`src/rtl/elevator_pkg.sv`:
```
// Shared definitions for the elevator controller and the lights decoder.
// State encoding is fixed because the seven-segment decoder consumes it directly.
package elevator_pkg;

  localparam int FLOOR_W_DEF    = 3;
  localparam int NUM_FLOORS_DEF = 8;

  typedef enum logic [1:0] {
    ST_IDLE = 2'b00,
    ST_UP   = 2'b01,
    ST_DOWN = 2'b10,
    ST_DOOR = 2'b11
  } state_t;

  // Width of a down-counter that must hold values up to max(a,b)-1.
  function automatic int cnt_width(input int a, input int b);
    int m;
    m = (a > b) ? a : b;
    return (m <= 2) ? 1 : $clog2(m);
  endfunction

endpackage

```
`src/rtl/elevator_req_scan.sv`:
```
// Combinational request scan: any latched call above, below or at the given floor.
module elevator_req_scan
  import elevator_pkg::*;
#(
  parameter int NUM_FLOORS = NUM_FLOORS_DEF,
  parameter int FLOOR_W    = FLOOR_W_DEF
) (
  input  logic [NUM_FLOORS-1:0] pending,
  input  logic [FLOOR_W-1:0]    floor,
  output logic                  above,
  output logic                  below,
  output logic                  here
);

  always_comb begin
    above = 1'b0;
    below = 1'b0;
    here  = 1'b0;
    for (int i = 0; i < NUM_FLOORS; i++) begin
      if (FLOOR_W'(i) > floor)  above = above | pending[i];
      if (FLOOR_W'(i) < floor)  below = below | pending[i];
      if (FLOOR_W'(i) == floor) here  = here  | pending[i];
    end
  end

endmodule

```
`src/rtl/elevator_scheduler.sv`:
```
// Single-car elevator controller: latches calls, moves the car with a SCAN policy,
// and times floor-to-floor travel and door dwell with one shared down-counter.
//
//   state   | meaning
//   --------+---------------------------------------------------------------
//   ST_IDLE | parked, no calls; serves own floor first, then up, then down
//   ST_UP   | travelling up, counter times one floor; stops at called floors
//   ST_DOWN | travelling down, same as ST_UP in the other direction
//   ST_DOOR | door open, counter times dwell; hold/own-floor call restarts it
module elevator_scheduler
  import elevator_pkg::*;
#(
  parameter int NUM_FLOORS    = NUM_FLOORS_DEF,
  parameter int FLOOR_W       = FLOOR_W_DEF,
  parameter int TRAVEL_CYCLES = 50,
  parameter int DOOR_CYCLES   = 100
) (
  input  logic                  clk,
  input  logic                  rst_n,
  input  logic [NUM_FLOORS-1:0] req,
  input  logic                  door_hold,
  input  logic                  estop,
  output logic [FLOOR_W-1:0]    floornum,
  output state_t                state,
  output logic [NUM_FLOORS-1:0] pending,
  output logic                  door_open
);

  localparam int                 CNT_W       = cnt_width(TRAVEL_CYCLES, DOOR_CYCLES);
  localparam logic [CNT_W-1:0]   TRAVEL_LOAD = CNT_W'(TRAVEL_CYCLES - 1);
  localparam logic [CNT_W-1:0]   DOOR_LOAD   = CNT_W'(DOOR_CYCLES - 1);
  localparam logic [FLOOR_W-1:0] TOP_FLOOR   = FLOOR_W'(NUM_FLOORS - 1);

  logic [CNT_W-1:0]      cnt;
  logic                  dir_down;
  logic                  above, below, here;
  logic                  above_next, below_next, here_next;
  logic                  moving, tc, at_end, req_here, stop;
  logic                  ahead_next, behind_next, go_up, go_down;
  logic [FLOOR_W-1:0]    next_floor;
  logic [NUM_FLOORS-1:0] pending_next;

  elevator_req_scan #(.NUM_FLOORS(NUM_FLOORS), .FLOOR_W(FLOOR_W)) u_scan_cur (
    .pending (pending),
    .floor   (floornum),
    .above   (above),
    .below   (below),
    .here    (here)
  );

  // Looks one floor ahead so the arrival decision is made on the edge the car moves.
  elevator_req_scan #(.NUM_FLOORS(NUM_FLOORS), .FLOOR_W(FLOOR_W)) u_scan_next (
    .pending (pending),
    .floor   (next_floor),
    .above   (above_next),
    .below   (below_next),
    .here    (here_next)
  );

  assign moving      = (state == ST_UP) || (state == ST_DOWN);
  assign tc          = (cnt == '0);
  assign next_floor  = (state == ST_DOWN) ? floornum - 1'b1 : floornum + 1'b1;
  assign at_end      = ((state == ST_UP) && (floornum == TOP_FLOOR)) ||
                       ((state == ST_DOWN) && (floornum == '0));
  assign req_here    = req[floornum];
  assign stop        = here_next | req[next_floor];
  assign ahead_next  = (state == ST_DOWN) ? below_next : above_next;
  assign behind_next = (state == ST_DOWN) ? above_next : below_next;

  // Door expiry: keep the previous direction when it still has work.
  assign go_up   = dir_down ? (above && !below) : above;
  assign go_down = dir_down ? below : (below && !above);

  always_comb begin
    pending_next = pending | req;
    if (!estop) begin
      if (!moving)
        pending_next[floornum] = 1'b0;
      else if (tc && !at_end && stop)
        pending_next[next_floor] = 1'b0;
    end
  end

  always_ff @(posedge clk or negedge rst_n) begin
    if (!rst_n) begin
      state     <= ST_IDLE;
      floornum  <= '0;
      pending   <= '0;
      door_open <= 1'b0;
      cnt       <= '0;
      dir_down  <= 1'b0;
    end else begin
      pending <= pending_next;
      if (!estop) begin
        unique case (state)
          ST_IDLE: begin
            if (here || req_here) begin
              state     <= ST_DOOR;
              door_open <= 1'b1;
              cnt       <= DOOR_LOAD;
              dir_down  <= 1'b0;
            end else if (above) begin
              state <= ST_UP;
              cnt   <= TRAVEL_LOAD;
            end else if (below) begin
              state <= ST_DOWN;
              cnt   <= TRAVEL_LOAD;
            end
          end
          ST_UP, ST_DOWN: begin
            if (!tc) begin
              cnt <= cnt - 1'b1;
            end else if (at_end) begin
              state <= ST_IDLE;
            end else begin
              floornum <= next_floor;
              if (stop) begin
                state     <= ST_DOOR;
                door_open <= 1'b1;
                cnt       <= DOOR_LOAD;
                dir_down  <= (state == ST_DOWN);
              end else if (ahead_next) begin
                cnt <= TRAVEL_LOAD;
              end else if (behind_next) begin
                state <= (state == ST_UP) ? ST_DOWN : ST_UP;
                cnt   <= TRAVEL_LOAD;
              end else begin
                state <= ST_IDLE;
              end
            end
          end
          ST_DOOR: begin
            if (door_hold || req_here) begin
              cnt <= DOOR_LOAD;
            end else if (!tc) begin
              cnt <= cnt - 1'b1;
            end else begin
              door_open <= 1'b0;
              if (go_up) begin
                state <= ST_UP;
                cnt   <= TRAVEL_LOAD;
              end else if (go_down) begin
                state <= ST_DOWN;
                cnt   <= TRAVEL_LOAD;
              end else begin
                state <= ST_IDLE;
              end
            end
          end
          default: begin
            state     <= ST_IDLE;
            door_open <= 1'b0;
          end
        endcase
      end
    end
  end

  // SCAN only moves toward a pending call, so the car never runs off either end.
  a_no_overrun: assert property (@(posedge clk) disable iff (!rst_n)
    !(moving && tc && at_end && !estop));
  a_floor_range: assert property (@(posedge clk) disable iff (!rst_n)
    floornum <= TOP_FLOOR);

endmodule

```
`config.mk`:
```
export PLATFORM = sky130hd
export DESIGN_NAME = elevator_scheduler
export DESIGN_NICKNAME = d
export VERILOG_FILES = /design/src/rtl/elevator_pkg.sv /design/src/rtl/elevator_req_scan.sv /design/src/rtl/elevator_scheduler.sv
export SDC_FILE = /design/constraint.sdc
export NUM_CORES = 1
export LEC_CHECK = 0
export CORE_AREA = 4 4 82 61
export DETAILED_ROUTE_END_ITERATION = 6
export DIE_AREA = 0 0 86 65
export PLACE_DENSITY = 0.77
export SLEW_MARGIN = 30
export SYNTH_ARGS = -nofsm -noshare
export SYNTH_HDL_FRONTEND = slang
export SYNTH_SLANG_ARGS = --single-unit
```
`constraint.sdc`:
```
create_clock -name clk -period 6.85 [get_ports clk]
set_input_delay 1.37 -clock clk [delete_from_list [all_inputs] [get_ports clk]]
set_output_delay 1.37 -clock clk [all_outputs]
set_load 0.005 [all_outputs]
```
== Word level (Yosys, flattened, before mapping) ==
Cells that the tools add are included.

* Register bits after elaboration: 22
* Logic and storage cells: 253

* $add $sub $neg: 3
* Order comparisons: 36
* Equality and inequality tests: 29
* Mux-type cells: 103
* Bitwise logic cells: 50
* Reduce and logical (&&, ||, !) cells: 26

{| class="wikitable"
|+ Operators with widths
! cell !! count
|-
| $mux W7 || 12
|-
| $mux W1 || 66
|-
| $or A1 B1 Y1 || 43
|-
| $mux W2 || 13
|-
| $eq A3 B3 Y1 const A || 8
|-
| $gt A3 B3 Y1 const A || 8
|-
| $lt A3 B3 Y1 const A || 8
|-
| $mux W8 || 3
|-
| $pmux W7 S3 || 1
|-
| $and A8 B8 Y8 || 2
|-
| $not A8 Y8 || 2
|-
| $eq A2 B3 Y1 const A || 4
|-
| $gt A1 B3 Y1 const A || 4
|-
| $gt A2 B3 Y1 const A || 4
|-
| $lt A1 B3 Y1 const A || 4
|-
| $lt A2 B3 Y1 const A || 4
|-
| $ne A2 B2 Y1 const B || 6
|-
| $reduce_and A6 Y1 || 2
|-
| $ne A5 B5 Y1 const B || 2
|-
| $logic_and A1 B1 Y1 || 8
|-
| $lt A3 B4 Y1 const B || 2
|-
| $ne A4 B4 Y1 const B || 2
|-
| $or A8 B8 Y8 || 1
|-
| $logic_not A7 Y1 || 1
|-
| 25 further kinds || 37
|}

== Longest topological paths before layout ==
* Word-level depth: 25
* Gate-level depth with buffers: 13

== Hierarchy ==
From an unflattened synthesis, not the netlist that was laid out.

* Cells, all modules: 265
* Area total of the unflattened synthesis: 2217.1 um^2

{| class="wikitable"
|+ Modules (own cells, without submodules)
! module !! times used !! cells each !! area each (um^2)
|-
| elevator_scheduler || 1 || 195 || 1771.7
|-
| elevator_req_scan || 2 || 35 || 222.7
|}

== Worst setup path before layout ==
No wires, ideal clock.

* Kind: input port to flip-flop
* From: input port req[7]
* To: register cnt[3]
* Data arrival time: 2.950 ns
* Setup slack: 3.768 ns
* Cell stages on the path: 9
* Path buffers: 1
* Path through: mux4_2 mux2i_4 nand4_2 nor3_2 a211o_1 a31oi_1 buf_6 mux2i_1 o21ai_1

* Cells in the longest elaborated chain, start to end: 7
* Elaborated cells between the ends (all ways): 17
* Those cells by class: eq/ne (3); mux (10); bitwise (1); reduce/logical (3)

{| class="wikitable"
|+ RTL lines
! what !! line !! RTL
|-
| start, declared || elevator_scheduler.sv:20 || <nowiki>input logic [NUM_FLOORS-1:0] req,</nowiki>
|-
| $bmux W1 S3 || elevator_scheduler.sv:66 || <nowiki>assign stop = here_next | req[next_floor];</nowiki>
|-
| $mux W1 (implied by the code) || elevator_scheduler.sv:66 ||
|-
| $or A1 B1 Y1 || elevator_scheduler.sv:66 ||
|-
| $mux W7 || elevator_scheduler.sv:117 || <nowiki>if (stop) begin</nowiki>
|-
| $mux W7 || elevator_scheduler.sv:113 || <nowiki>end else if (at_end) begin</nowiki>
|-
| $mux W7 || elevator_scheduler.sv:111 || <nowiki>if (!tc) begin</nowiki>
|-
| $pmux W7 S3 || elevator_scheduler.sv:95 || <nowiki>unique case (state)</nowiki>
|-
| end signal, assigned || elevator_scheduler.sv:112 || <nowiki>cnt <= cnt - 1'b1;</nowiki>
|-
| end signal, assigned || elevator_scheduler.sv:136 || <nowiki>cnt <= cnt - 1'b1;</nowiki>
|-
| end, declared || elevator_scheduler.sv:34 || <nowiki>logic [CNT_W-1:0] cnt;</nowiki>
|}

Several ways; a longest one is shown, not always the timed one. The select of a mux whose other input is x is not followed.
A chain may end at the register's enable or synchronous reset.

== Worst setup path in the final report ==
* From: register floornum[1]
* To: register state[0]

* Cells in the longest elaborated chain, start to end: 25
* Elaborated cells between the ends (all ways): 172
* Those cells by class: add/sub (2); order compare (32); eq/ne (18); mux (67); bitwise (43); reduce/logical (10)

{| class="wikitable"
|+ RTL lines
! what !! line !! RTL
|-
| start, declared || elevator_scheduler.sv:23 || <nowiki>output logic [FLOOR_W-1:0] floornum,</nowiki>
|-
| start signal, assigned || elevator_scheduler.sv:116 || <nowiki>floornum <= next_floor;</nowiki>
|-
| $add A3 B1 Y3 or $sub A3 B1 Y3 (tied branches) || elevator_scheduler.sv:62 || <nowiki>assign next_floor = (state == ST_DOWN) ? floornum - 1'b1 : floornum + 1'b1;</nowiki>
|-
| $mux W3 || elevator_scheduler.sv:62 ||
|-
| $lt A1 B3 Y1 or $gt A1 B3 Y1 (tied branches) || elevator_req_scan.sv:21, elevator_req_scan.sv:20 ||
|-
| $mux W1, on equally long branches || elevator_req_scan.sv:21, elevator_req_scan.sv:20 ||
|-
| $or A1 B1 Y1, on equally long branches || elevator_req_scan.sv:21, elevator_req_scan.sv:20 ||
|-
| $mux W1, on equally long branches || elevator_req_scan.sv:21, elevator_req_scan.sv:20 ||
|-
| $or A1 B1 Y1, on equally long branches || elevator_req_scan.sv:21, elevator_req_scan.sv:20 ||
|-
| $mux W1, on equally long branches || elevator_req_scan.sv:21, elevator_req_scan.sv:20 ||
|-
| [... 9 more ...] || -- ||
|-
| $mux W1, on equally long branches || elevator_req_scan.sv:21, elevator_req_scan.sv:20 ||
|-
| $mux W1 || elevator_scheduler.sv:68 || <nowiki>assign behind_next = (state == ST_DOWN) ? above_next : below_next;</nowiki>
|-
| $mux W2 || elevator_scheduler.sv:124 || <nowiki>end else if (behind_next) begin</nowiki>
|-
| $mux W2 || elevator_scheduler.sv:122 || <nowiki>end else if (ahead_next) begin</nowiki>
|-
| $mux W2 || elevator_scheduler.sv:117 ||
|-
| $mux W2 || elevator_scheduler.sv:113 ||
|-
| $mux W2 || elevator_scheduler.sv:111 ||
|-
| $pmux W2 S3 || elevator_scheduler.sv:95 ||
|-
| end signal, assigned || elevator_scheduler.sv:125 || <nowiki>state <= (state == ST_UP) ? ST_DOWN : ST_UP;</nowiki>
|-
| end, declared || elevator_scheduler.sv:24 || <nowiki>output state_t state,</nowiki>
|}

Several ways; a longest one is shown, not always the timed one. The select of a mux whose other input is x is not followed.

==> impl_metrics.sql <==
INSERT INTO impl_metrics (metric_group, metric, value, unit) VALUES
('floorplanning', 'initial_utilization', '0.5355', ''),
('synth', 'synthesis.area_per_instance', '8.088', 'um2'),
('power_and_ir_drop', 'switching_power_summed_over_all_nets', '0.0008473', 'W'),
('grt', 'first_global_vias', '2145', ''),
('grt', 'grt_first_pass_wirelength', '11140', 'um'),
('worst_setup_path', 'slowest_stage', 'dfrtp_1', ''),
('drt', 'length_of_the_first_detailed_routing_pass_in_iterations', '5', ''),
('synth', 'yosys_register_bits', '22', ''),
('run_status', 'outcome', 'finished clean', ''),
('sta', 'finalCriticalPeriod', '3760', 'ps'),
('sta', 'fin_ws', '3090', 'ps'),
('worst_setup_path', 'critPathMaxStageDelay', '740', 'ps'),
('cts', 'tritoncts', 'done', ''),
('final_layout', 'antennaDiodeCount', '0', ''),
('min_path', 'hold_start', 'door_open', ''),
('final_layout', 'mostFrequentLayoutCells', '26 x a21oi_1, 25 x nor2_1, 24 x nand2_1, 24 x clkdlybuf4s50_1, 22 x dfrtp_1', ''),
('job', 'cap_viol_max_count', '0', ''),
('grt', 'gr-usage-all-layers', '0.2530', ''),
('worst_setup_path', 'worstRegToRegCells', '10', ''),
('worst_setup_path', 'r2r_start', 'floornum[1]', ''),
('placed_design', 'finalWeightedCongestion', '0.9848', ''),
('synth', 'postSynth.asyncResetShare', '1.000', ''),
('final_layout', 'area_growth_syn_to_layout', '12.60', '%'),
('min_path', 'hp-class', 'flip-flop to flip-flop', ''),
('sta', 'final.setup_skew', '4.366', 'ps'),
('worst_setup_path', 'crit-reg2reg-capture', 'state[0]', ''),
('synth', 'warnings_synthesis', '0', ''),
('cts', 'cts_post_setup_buffers_inserted', '0', ''),
('floorplanning', 'die_w', '86', 'um'),
('power_and_ir_drop', 'power_per_cell_area', '591.7', 'mW/mm2'),
('power_and_ir_drop', 'power', '0.001509', 'W'),
('sta', 'worstMarginPinSlew', '788.6', 'ps'),
('sta', 'timing.max_slew.rel_slack', '0.4702', ''),
('drt', 'drt-wirelength-per-cell', '19.72', 'um'),
('synth', 'seq_area_frac_synth', '0.2431', ''),
('sta', 'slew_violations', '0', ''),
('power_and_ir_drop', 'netSwitchingFraction', '0.5616', ''),
('floorplanning', 'top_level_ports', '26', ''),
('worst_setup_path', 'timing.critical_path.buf_inv', '1', ''),
('worst_setup_path', 'r2r_slack', '3090', 'ps'),
('power_and_ir_drop', 'sequentialPowerShare', '0.196', ''),
('drt', 'route.vias.total', '2347', ''),
('synth', 'synth-edff-count', '0', ''),
('worst_setup_path', 'required_time_at_the_endpoint_of_the_critical_path', '6980', 'ps'),
('sta', 'rsz0062_at_grt', 'no', ''),
('placed_design', 'port_buffers', '25', ''),
('cts', 'cts.root.buffer_cell', 'clkbuf_8', ''),
('cts', 'cts_max_path_buffers', '2', ''),
('grt', 'largest_net_degree_at_the_start_of_global_routing', '25', ''),
('power_and_ir_drop', 'vdd_drop_max', '0.3641', 'mV'),
('synth', 'synthFlopType', 'dfrtp_1', ''),
('power_and_ir_drop', 'p_int', '0.0006614', 'W'),
('grt', 'antenna_found_initial', '0', ''),
('drt', 'route.final.wire_length', '6883', 'um'),
('final_layout', 'final_common_cell', 'a21oi_1', ''),
('worst_setup_path', 'timing.critical_path.fanout_max', '17', ''),
('final_layout', 'final_layout_size_suffix_gt1_frac', '0.09184', ''),
('cts', 'cts_htree_levels', '1', ''),
('cts', 'clkSlewWorstSetupHoldPaths', '80', 'ps'),
('drt', 'drt_drc_violations_left', '0', ''),
('min_path', 'holdPathStages', '1', ''),
('placed_design', 'place.detailed.hpwl', '5067', 'um'),
('floorplanning', 'core', '0.004229', 'mm2'),
('floorplanning', 'die_height', '65', 'um'),
('synth', 'synthCells', '280', ''),
('worst_setup_path', 'cp-end-kind', 'flip-flop', ''),
('worst_setup_path', 'category_of_the_worst_setup_path_launch_point', 'flip-flop', ''),
('drt', 'drt.antenna.violating_nets', '0', ''),
('sta', 'timing.final.crit_share', '0.5490', ''),
('final_layout', 'finalCoreUtilization', '0.6030', ''),
('cts', 'postCtsResizedCells', '0', '');
-- layout make-up --
type	instances	area [um2]
Fill cell	378	1679
Multi-Input combinational cell	225	1569
Sequential cell	22	550.5
Timing Repair Buffer	26	252.7
Tap cell	55	68.82
Inverter	18	67.56
Clock buffer	3	41.29
-- layer usage --
layer / vias up / GRT usage
met4: 0 / 0.04348
met2: 150 / 0.3337
li1: 1086 / -
met3: 10 / 0.06480
met1: 1101 / 0.4050
met5: - / 0
-- metrics by stage --
stage               std cells  instance area [um2]
floorplan                 280                 2265
global placement          346                 2507
detailed placement        346                 2502
CTS                       349                 2544
global route              349                 2550
finish                    349                 2550
-- synthesized netlist by cell type, drive strengths merged, types with 3 or more instances --
library cell	count	area share
o31ai	6	0.022
nand3	5	0.011
and2	3	0.0083
buf	10	0.029
ha	12	0.066
o32ai	4	0.015
dfrtp	22	0.24
clkbuf	5	0.0083
a2111oi	4	0.019
a22o	3	0.012
nor2	25	0.041
a32o	3	0.013
a211o	3	0.012
nor3	9	0.024
o22a	4	0.015
nor2b	4	0.011
nand2b	4	0.012
a21oi	27	0.061
a21boi	3	0.0099
a22oi	3	0.012
or3	5	0.014
inv	18	0.030
o21ai	18	0.040
o221ai	3	0.014
mux2i	3	0.019
o22ai	6	0.017
nand2	24	0.040
a211oi	9	0.032
-- sequential cells by signal, indices dropped and copies added, names as in the netlist --
| signal | cells |
|---|---|
| pending | 8 |
| cnt | 7 |
| floornum | 3 |
| state | 2 |
| dir_down | 1 |
| door_open | 1 |
-- power by group through the flow --
stage                     Sequential, W  Clock [W]  Combinational (W)
after floorplan                0.000241          0           0.000844
after global placement         0.000293          0            0.00108
after detailed placement       0.000294          0            0.00109
after CTS                      0.000292  0.0000851            0.00109
after global routing           0.000309  0.0000904            0.00121
final                          0.000296  0.0000832            0.00113
-- kinds of logic (layout without fill, tap and decap cells) --
kind of cell               count (synthesis)  in the layout  synth area share
buffers and inverters                     33             47           0.06685
and+or+nand+nor                           94             94            0.2166
adders and majority gates                 12             12           0.06630
muxes                                      7              7           0.04862
xor gates and xnor gates                   4              4           0.01879
DFF                                       22             22            0.2431
AOI/OAI and AO/OA                        108            108            0.3398
-- worst max path at each step --
stage | slack, ps | end
2_1_floorplan | 3770 | cnt[3]
3_3_place_gp | 2810 | cnt[4]
3_5_place_dp | 2760 | cnt[2]
4_1_cts | 2870 | cnt[2]
5_1_grt | 2780 | cnt[2]
6_report | 3090 | state[0]
No activity file was read; power rests on OpenSTA's default activity.
